<file path="config.mk">
export PLATFORM = sky130hd
export DESIGN_NAME = motor_ramp_ctrl
export DESIGN_NICKNAME = d
export VERILOG_FILES = /design/src/rtl/motor_ramp_ctrl.sv
export SDC_FILE = /design/constraint.sdc
export NUM_CORES = 1
export LEC_CHECK = 0
export ABC_AREA = 1
export CORE_ASPECT_RATIO = 0.7
export CORE_MARGIN = 3
export CORE_UTILIZATION = 60
export DETAILED_ROUTE_END_ITERATION = 10
export PLACE_DENSITY = 0.9
export RECOVER_POWER = 50
export SLEW_MARGIN = 5
export SYNTH_ARGS = -nofsm -noshare
export SYNTH_HDL_FRONTEND = slang
export SYNTH_SLANG_ARGS = --single-unit
export TNS_END_PERCENT = 5
</file>
<file path="constraint.sdc">
create_clock -name clk -period 2.1 [get_ports clk]
set_input_delay 0.42 -clock clk [delete_from_list [all_inputs] [get_ports clk]]
set_output_delay 0.42 -clock clk [all_outputs]
set_load 0.005 [all_outputs]
</file>
<file path="src/rtl/motor_ramp_ctrl.sv">
// motor_ramp_ctrl: duty-cycle ramp controller for a Hall-commutated motor.
// It slews the 4-bit PWM duty toward the requested target one LSB every
// RAMP_DIV clocks, spins down on EN=0, and latches a fault on an invalid
// Hall code or when the rotor stops moving while it is being driven.
module motor_ramp_ctrl #(
    parameter int unsigned RAMP_DIV    = 1000,    // clocks per one-LSB duty step, 2..65535
    parameter int unsigned STALL_LIMIT = 100000   // clocks without a Hall edge before stall, 4..2^20-1
) (
    input  logic       clk,
    input  logic       rst_n,
    input  logic       en,
    input  logic [3:0] target,
    input  logic [2:0] h,
    output logic [3:0] duty,
    output logic [2:0] state,
    output logic       fault,
    output logic [1:0] flt_code
);

    typedef enum logic [2:0] {
        S_IDLE  = 3'b000,
        S_RAMP  = 3'b001,
        S_RUN   = 3'b010,
        S_STOP  = 3'b011,
        S_FAULT = 3'b100
    } state_t;

    localparam logic [1:0]  CODE_NONE  = 2'b00;
    localparam logic [1:0]  CODE_HALL  = 2'b01;
    localparam logic [1:0]  CODE_STALL = 2'b10;
    localparam logic [15:0] RDIV_LAST  = 16'(RAMP_DIV - 1);
    localparam logic [19:0] STALL_LAST = 20'(STALL_LIMIT - 1);

    state_t      state_q, state_nx;
    logic [3:0]  duty_nx;
    logic [15:0] rcnt, rcnt_nx;
    logic [1:0]  code_nx;
    logic [19:0] stall_cnt;

    // Hall pipeline: [0] metastability flop, [1] synchronized HS, [2] HS_prev
    logic [2:0][2:0] hpipe;
    logic [2:0]      hs, hs_prev;
    logic            hall_tr, hall_bad, stall_hit, driving, step_tick;

    assign hs      = hpipe[1];
    assign hs_prev = hpipe[2];
    assign hall_tr  = (hs != hs_prev);
    assign hall_bad = (hs == 3'b000) || (hs == 3'b111);

    // Fault monitoring is only armed while the motor is being driven
    assign driving   = (state_q == S_RAMP) || (state_q == S_RUN) || (state_q == S_STOP);
    assign stall_hit = (stall_cnt == STALL_LAST);
    assign step_tick = (rcnt == RDIV_LAST);

    // Two-flop synchronizer plus one delayed copy for edge detection
    always_ff @(posedge clk or negedge rst_n) begin
        if (!rst_n) hpipe <= '0;
        else        hpipe <= {hpipe[1:0], h};
    end

    // Stall counter: time since the last Hall edge while torque is applied
    always_ff @(posedge clk or negedge rst_n) begin
        if (!rst_n)
            stall_cnt <= '0;
        else if (state_q == S_IDLE || state_q == S_FAULT || hall_tr || duty == 4'd0)
            stall_cnt <= '0;
        else if (stall_cnt != '1)
            stall_cnt <= stall_cnt + 20'd1;
    end

    // State register together with the registered duty, ramp divider and fault code
    always_ff @(posedge clk or negedge rst_n) begin
        if (!rst_n) begin
            state_q  <= S_IDLE;
            duty     <= 4'd0;
            rcnt     <= 16'd0;
            flt_code <= CODE_NONE;
        end else begin
            state_q  <= state_nx;
            duty     <= duty_nx;
            rcnt     <= rcnt_nx;
            flt_code <= code_nx;
        end
    end

    // Next-state logic; a detected fault overrides every other transition
    always_comb begin
        state_nx = state_q;
        duty_nx  = duty;
        rcnt_nx  = rcnt;
        code_nx  = flt_code;
        if (driving && (hall_bad || stall_hit)) begin
            // Invalid Hall is the more specific cause, so it wins a tie
            state_nx = S_FAULT;
            duty_nx  = 4'd0;
            rcnt_nx  = 16'd0;
            code_nx  = hall_bad ? CODE_HALL : CODE_STALL;
        end else begin
            unique case (state_q)
                S_IDLE: begin
                    duty_nx = 4'd0;
                    rcnt_nx = 16'd0;
                    if (en && target != 4'd0) state_nx = S_RAMP;
                end
                S_RAMP: begin
                    if (!en) begin
                        // Divider phase carries over into the spin-down
                        state_nx = S_STOP;
                    end else if (duty == target) begin
                        state_nx = S_RUN;
                        rcnt_nx  = 16'd0;
                    end else if (step_tick) begin
                        rcnt_nx = 16'd0;
                        if (duty < target) begin
                            if (duty != 4'hF) duty_nx = duty + 4'd1;
                        end else begin
                            if (duty != 4'h0) duty_nx = duty - 4'd1;
                        end
                    end else begin
                        rcnt_nx = rcnt + 16'd1;
                    end
                end
                S_RUN: begin
                    rcnt_nx = 16'd0;
                    if (!en)                  state_nx = S_STOP;
                    else if (target != duty)  state_nx = S_RAMP;
                end
                S_STOP: begin
                    if (duty == 4'd0) begin
                        state_nx = S_IDLE;
                        rcnt_nx  = 16'd0;
                    end else if (en) begin
                        // Resume from the current duty rather than from zero
                        state_nx = S_RAMP;
                        rcnt_nx  = 16'd0;
                    end else if (step_tick) begin
                        rcnt_nx = 16'd0;
                        duty_nx = duty - 4'd1;
                    end else begin
                        rcnt_nx = rcnt + 16'd1;
                    end
                end
                S_FAULT: begin
                    duty_nx = 4'd0;
                    rcnt_nx = 16'd0;
                    // Only an explicit run-request drop acknowledges the fault
                    if (!en) begin
                        state_nx = S_IDLE;
                        code_nx  = CODE_NONE;
                    end
                end
                default: begin
                    state_nx = S_IDLE;
                    duty_nx  = 4'd0;
                    rcnt_nx  = 16'd0;
                    code_nx  = CODE_NONE;
                end
            endcase
        end
    end

    // Outputs come straight from the registers
    always_comb begin
        state = state_q;
        fault = (state_q == S_FAULT);
    end

endmodule

</file>
# Yosys cells after proc, flatten, opt, wreduce, memory -nomap -nowiden
# Index checks and enable logic that the tools add are counted.
[word_totals]
ff_bits = 54
inputBits = 10
out_inout_bits = 10
elab_cells = 93
[op_classes]
n_addsub = 4
magnitude_cmp = 1
eq_ne = 27
n_mux = 34
reduce_logical = 19
[op_table]
columns = ["operator", "n"]
rows = [
  ["2-to-1 mux 16 bit", 6],
  ["2-to-1 mux 20 bit", 2],
  ["2-to-1 mux 4 bit", 10],
  ["one-hot mux 16 bit (2 select lines)", 1],
  ["2-to-1 mux 3 bit", 9],
  ["adder 20 x 1 -> 20 bit (second input constant)", 1],
  ["== test 20 x 17 -> 1 bit (second input constant)", 1],
  ["!= test 20 bit (second input constant)", 1],
  ["!= test 3 x 2 -> 1 bit (second input constant)", 6],
  ["adder 16 x 1 -> 16 bit (second input constant)", 1],
  ["== test 16 x 10 -> 1 bit (second input constant)", 1],
  ["one-hot mux 3 bit (5 select lines)", 1],
  ["!= test 4 x 2 -> 1 bit (second input constant)", 3],
  ["one-hot mux 4 bit (3 select lines)", 1],
  ["AND reduction 9 bit", 1],
  ["nonzero test 4 bit", 2],
  ["logical OR 1 bit", 7],
  ["== test 3 x 2 -> 1 bit (second input constant)", 2],
  ["== test 3 bit (second input constant)", 2],
  ["zero test 3 bit", 2],
  ["2-to-1 mux 2 bit", 3],
  ["AND reduction 5 bit", 1],
  ["adder 4 x 1 -> 4 bit (second input constant)", 1],
  ["== test 4 bit", 1],
  ["17 further kinds", 19],
]

# Depth between registers and ports, before layout
[logic_depth]
word_depth = 8
mapped_depth = 14
mapped_depth_nobuf = 14

# Worst setup path after synthesis
# OpenSTA, ideal clock, no wires.
[synth_path]
path_kind = "in2reg"
start = "input target[3]"
end = "register duty[3]"
setup_time_ps = 117
t_arrival_ps = 1565
required_time_ps = 1983
setup_slack_ps = 418
cell_stages = 10
n_path_buf = 0
cell_sequence = "inv_1 -> ha_1 -> a21oi_1 -> a21oi_1 -> a21oi_1 -> nand2_1 -> nand2_1 -> nand2_1 -> nand2_1 -> nand2_1"
[synth_between]
elab_chain_cells = 7
word_cells_on_any_way = 12
classes_between = "order compare (1); eq/ne (4); mux (6); reduce/logical (1)"
[synth_lines]
columns = ["item", "line", "source"]
rows = [
  ["start: declaration", "12", "input logic [3:0] target,"],
  ["< comparator 4 bit", "114", "if (duty < target) begin"],
  ["2-to-1 mux 4 bit", "114", ""],
  ["2-to-1 mux 4 bit", "112", "end else if (step_tick) begin"],
  ["2-to-1 mux 4 bit", "109", "end else if (duty == target) begin"],
  ["2-to-1 mux 4 bit", "106", "if (!en) begin"],
  ["one-hot mux 4 bit (3 select lines)", "99", "unique case (state_q)"],
  ["2-to-1 mux 4 bit", "92", "if (driving && (hall_bad || stall_hit)) begin"],
  ["end signal: assignment", "80", "duty <= duty_nx;"],
  ["end: declaration", "14", "output logic [3:0] duty,"],
]
# Several ways; a longest one is shown, not always the timed one. The select of a mux whose other input is x is not followed.
# A chain may end at the register's enable or synchronous reset.

# Worst setup path in the final report
[layout_path]
start = "register state_q[1] (netlist: state[1])"
end = "output fault"
[layout_between]
elab_chain_cells = 1
[layout_lines]
columns = ["item", "line", "source"]
rows = [
  ["start: declaration", "34", "state_t state_q, state_nx;"],
  ["start signal: assignment", "79", "state_q <= state_nx;"],
  ["== test 3 bit", "165", "fault = (state_q == S_FAULT);"],
  ["end: declaration", "16", "output logic fault,"],
]
# No other way between the ends.

==> impl.org <==
** Run status
- The flow ran to the end, and the final reports show no timing, DRC or antenna violations.

** GRT
- Final global-route overflow total :: 0
- Global-route met1 utilization :: 0.376
- In the global route stage, met3 resource usage came out at 0.0418.
- Total routing usage reported by global routing :: 0.258
- Global-route met2 utilization :: 0.404
- The initial antenna violation count came to 0.
- met2 is the most crowded layer.
- The first global-routing pass estimated 14,800 µm of wire.
- Vias in the first global route :: 3,211
- Entering global routing, the biggest net connects 55 pins.

** Synth
- Synth top area cells :: dfrtp_1, nand2_1, inv_1, nand3_1, nor2_1
- Of the post-synthesis cell area, the dominant cell type holds 0.369.
- Number of different library cells in the post-synthesis netlist :: 38
- In this run, synthesis produced a sequential element count of 54.
- For this run, the number of Yosys warnings is 0.
- Multiplexer share of the synthesized area :: 0
- Of the total synthesized cell area, the portion taken by XOR and XNOR cells is 0.0215.
- Of the total synthesized cell area, the portion taken by AND, OR, NAND and NOR gates is 0.394.
- Summing every instance area after synthesis gives 3660 µm².
- The number of nets handed over by synthesis was 529.
- Fraction of the mapped netlist area in adder cells :: 0.0273
- Ys flop type :: dfrtp_1
- Most common cell in the netlist :: nand2_1
- Of all cell types, the one taking the most synthesized area is dfrtp_1.
- By count the netlist is led by nand2_1, inv_1, nor2_1.
- Avg Inst Size Synth :: 7.17 µm²
- Sequential element share of the synthesized area :: 0.369
- Yosys mapped a number of flops with a built-in enable equal to 0.
- Synthesis produced 511 cells.
- Compound-Gate Fraction of Synth Area :: 0.0843
- Combinational family with the most area after synthesis :: simple AND/OR/NAND/NOR gates
- Counting flops with an async set or reset pin after synthesis yields a share of 1.00.

** Floorplan
- Die boundary height :: 71.4 µm
- 20 I/O pins were placed.
- For this configuration, the core starts out at a cell density of 0.630.
- The floorplan has 23 rows.
- Die area :: 7100 µm²
- In this run the standard cell core region covers 5810 µm².
- Measured along the x axis, the die boundary spans 99.4 µm.

** Layout
- At the end of the flow, the number of nets in the layout was 564.
- Post-Route Utilization :: 0.713
- With fillers left out, the area of the finished cells amounts to 4140 µm².
- From synthesis to final layout, the design area changed by 13.0%.
- Number of antenna cells inserted :: 0
- Non-filler cells, final :: 622
- Share of final-layout standard cells stronger than drive strength 1 :: 0.148

** STA
- Measured against its own limit, the worst slew margin works out to 0.114.
- Layout Skew :: 0.0145 ns
- Period utilization :: 0.965
- Setup total negative slack on the finished layout was measured at 0 ns.
- Setup violations remaining at the end of the flow were counted as 0.
- For the pin with the worst max-slew slack, the measured transition is 1.33 ns.
- Peak Freq :: 0.493 GHz
- The final number of hold-violating endpoints is 0.
- RSZ-0062 raised after global routing :: no
- Clock period minus worst slack :: 2.03 ns
- Max-slew violations :: 0

** Worst setup path
- The worst setup path is launched from a register.
- Nature of the critical path endpoint :: output pin
- At the worst endpoint, the arrival time is 1.61 ns.
- WP data required :: 1.68 ns
- The critical path is of the reg2out type.
- Worst-path fanout max :: 4

** Pwr
- In this run the power density over the cells is 835 nW/µm².
- The worst-case IR drop observed on VDD is 0.000398 V.
- P_leak :: 2.08 nW

** Route
- In the routed layout, each cell is associated on average with a via count of 5.67.
- Post-detailed-route count of antenna-violating nets :: 0
- For this block, the initial DRC count from the detailed router was 323.
- The routed layout has 3,524 vias.
- After detailed routing, the number of remaining DRC violations is 0.
- Per-cell routed wire length :: 13.9 µm
- Routed wire length :: 8670 µm
- Pre-antenna DRT Iters :: 6

** Run
- Max-cap violations in this run came to 0.

** Clocking
- Clock slew at reported path FFs :: 0.11 ns
- Number of buffers created by CTS :: 5
- # hold bufs at CTS :: 0
- TritonCTS clock tree :: yes
- At the later pin of the worst-skew pair, clock insertion delay measures 0.31 ns.
- Clock tree synthesis selected as its root buffer the cell clkbuf_8.
- The longest clock path from root to sink contains 2 buffers.
- Number of levels in the clock H-tree :: 2
- Number of sinks on the clock net :: 54

** Placed design
- Once placement finished, the instance area stood at 4020 µm².
- During placement, the flow inserted port buffers numbering 19.
- Routability-driven placement finished with a final weighted congestion of 0.959.
- After legalization and detailed placement, the total HPWL measured 6410 µm.
- Counting tap cells, the placed design contains a total of 613 instances.

** Worst hold path
- The path class of the tightest hold or removal check is reg2reg.
final cells by class:
class	instances	area (µm²)
repair buffers	34	308
well taps	75	93.8
clock buffers	5	68.8
inverters	87	329
clock inverters	3	43.8
flip-flops and latches	54	1350
fillers	430	1670
multi-input cells	364	1950
state kept, by name, indices dropped and copies added, names as in the netlist:
signal	cells
stall_cnt	20
rcnt	16
duty	4
hpipe	3
hs	3
hs_prev	3
state	3
flt_code	2
final timing paths:
| kind | start | slack, ns | to | cells past startpoint |
|---|---|---|---|---|
| worst max-delay path | state[1]$_DFFE_PN0P_ | 0.07 | fault | 4 |
| worst max register to register | stall_cnt[0]$_DFFE_PN0P_ | 0.20 | rcnt[4]$_DFFE_PN0P_ | 10 |
| worst min register to register | hpipe[0]$_DFF_PN0_ | 0.36 | hs[0]$_DFF_PN0_ | 0 |
| max in group asynchronous | rst_n | 0.76 | state[1]$_DFFE_PN0P_ | 2 |
| worst min-delay path | hpipe[0]$_DFF_PN0_ | 0.36 | hs[0]$_DFF_PN0_ | 0 |
| min in group asynchronous | rst_n | 0.47 | stall_cnt[14]$_DFFE_PN0P_ | 2 |
layer usage:
metal / share of wire / routed length, µm
met5: 0 / 0
met4: 0.014 / 123
met3: 0.085 / 741
met2: 0.45 / 3890
met1: 0.45 / 3920
layout by cell type, fill, tap and decap left out, types with 5 or more instances in the layout:
cell / netlist / routed
nand2_1: 124 / 123
ha_1: 8 / 7
a21oi_1: 13 / 12
nor2_1: 60 / 58
o21ai_0: 19 / 19
clkbuf_8: 0 / 5
dfrtp_1: 54 / 53
nand3_2: 6 / 6
inv_2: 9 / 9
nand3_1: 47 / 47
nor2_2: 5 / 7
nand4_1: 15 / 15
inv_1: 78 / 77
xor2_1: 5 / 5
nand2_2: 8 / 9
nand3b_1: 5 / 5
clkdlybuf4s50_1: 0 / 18
buf_4: 2 / 13
nor3_1: 7 / 7
cells by family after synthesis:
logic type	count (synthesis)
flip-flops	54
AND/OR/NAND/NOR	295
AO/OA/AOI/OAI	52
adder cells (fa/ha/maj)	8
XOR/XNOR	9
buffers and inverters	93
where the power goes:
| part | internal [mW] | switching [mW] | total [mW] |
|---|---|---|---|
| registers | 1.13 | 0.0970 | 1.22 |
| clock network | 0.358 | 0.354 | 0.712 |
| logic | 0.599 | 0.926 | 1.53 |
critical path: stages (launching register included):
cell and delay, ns:
dfrtp_2 0.47, inv_4 0.09, nand2_2 0.09, nor2_2 0.13, clkdlybuf4s50_1 0.52
metrics by stage:
stage	hold WS [ns]	power, mW	worst slack [ns]
6_report	0.360	3.46	0.0731
5_1_grt	0.366	3.70	0.000525
4_1_cts	0.0906	3.45	0.0440
3_5_place_dp	0.340	2.72	-0.178
3_3_place_gp	0.333	2.67	-0.121
2_1_floorplan	0.124	2.23	0.418
repair_timing:
item / 4_1_cts / 5_1_grt
endpoints found under the hold margin: 0 / 0
endpoints found under the setup margin: 1 / 11
gates resized for setup: 2 / 6
buffers inserted: 1 / 0
(Power assumes the default switching activity.)
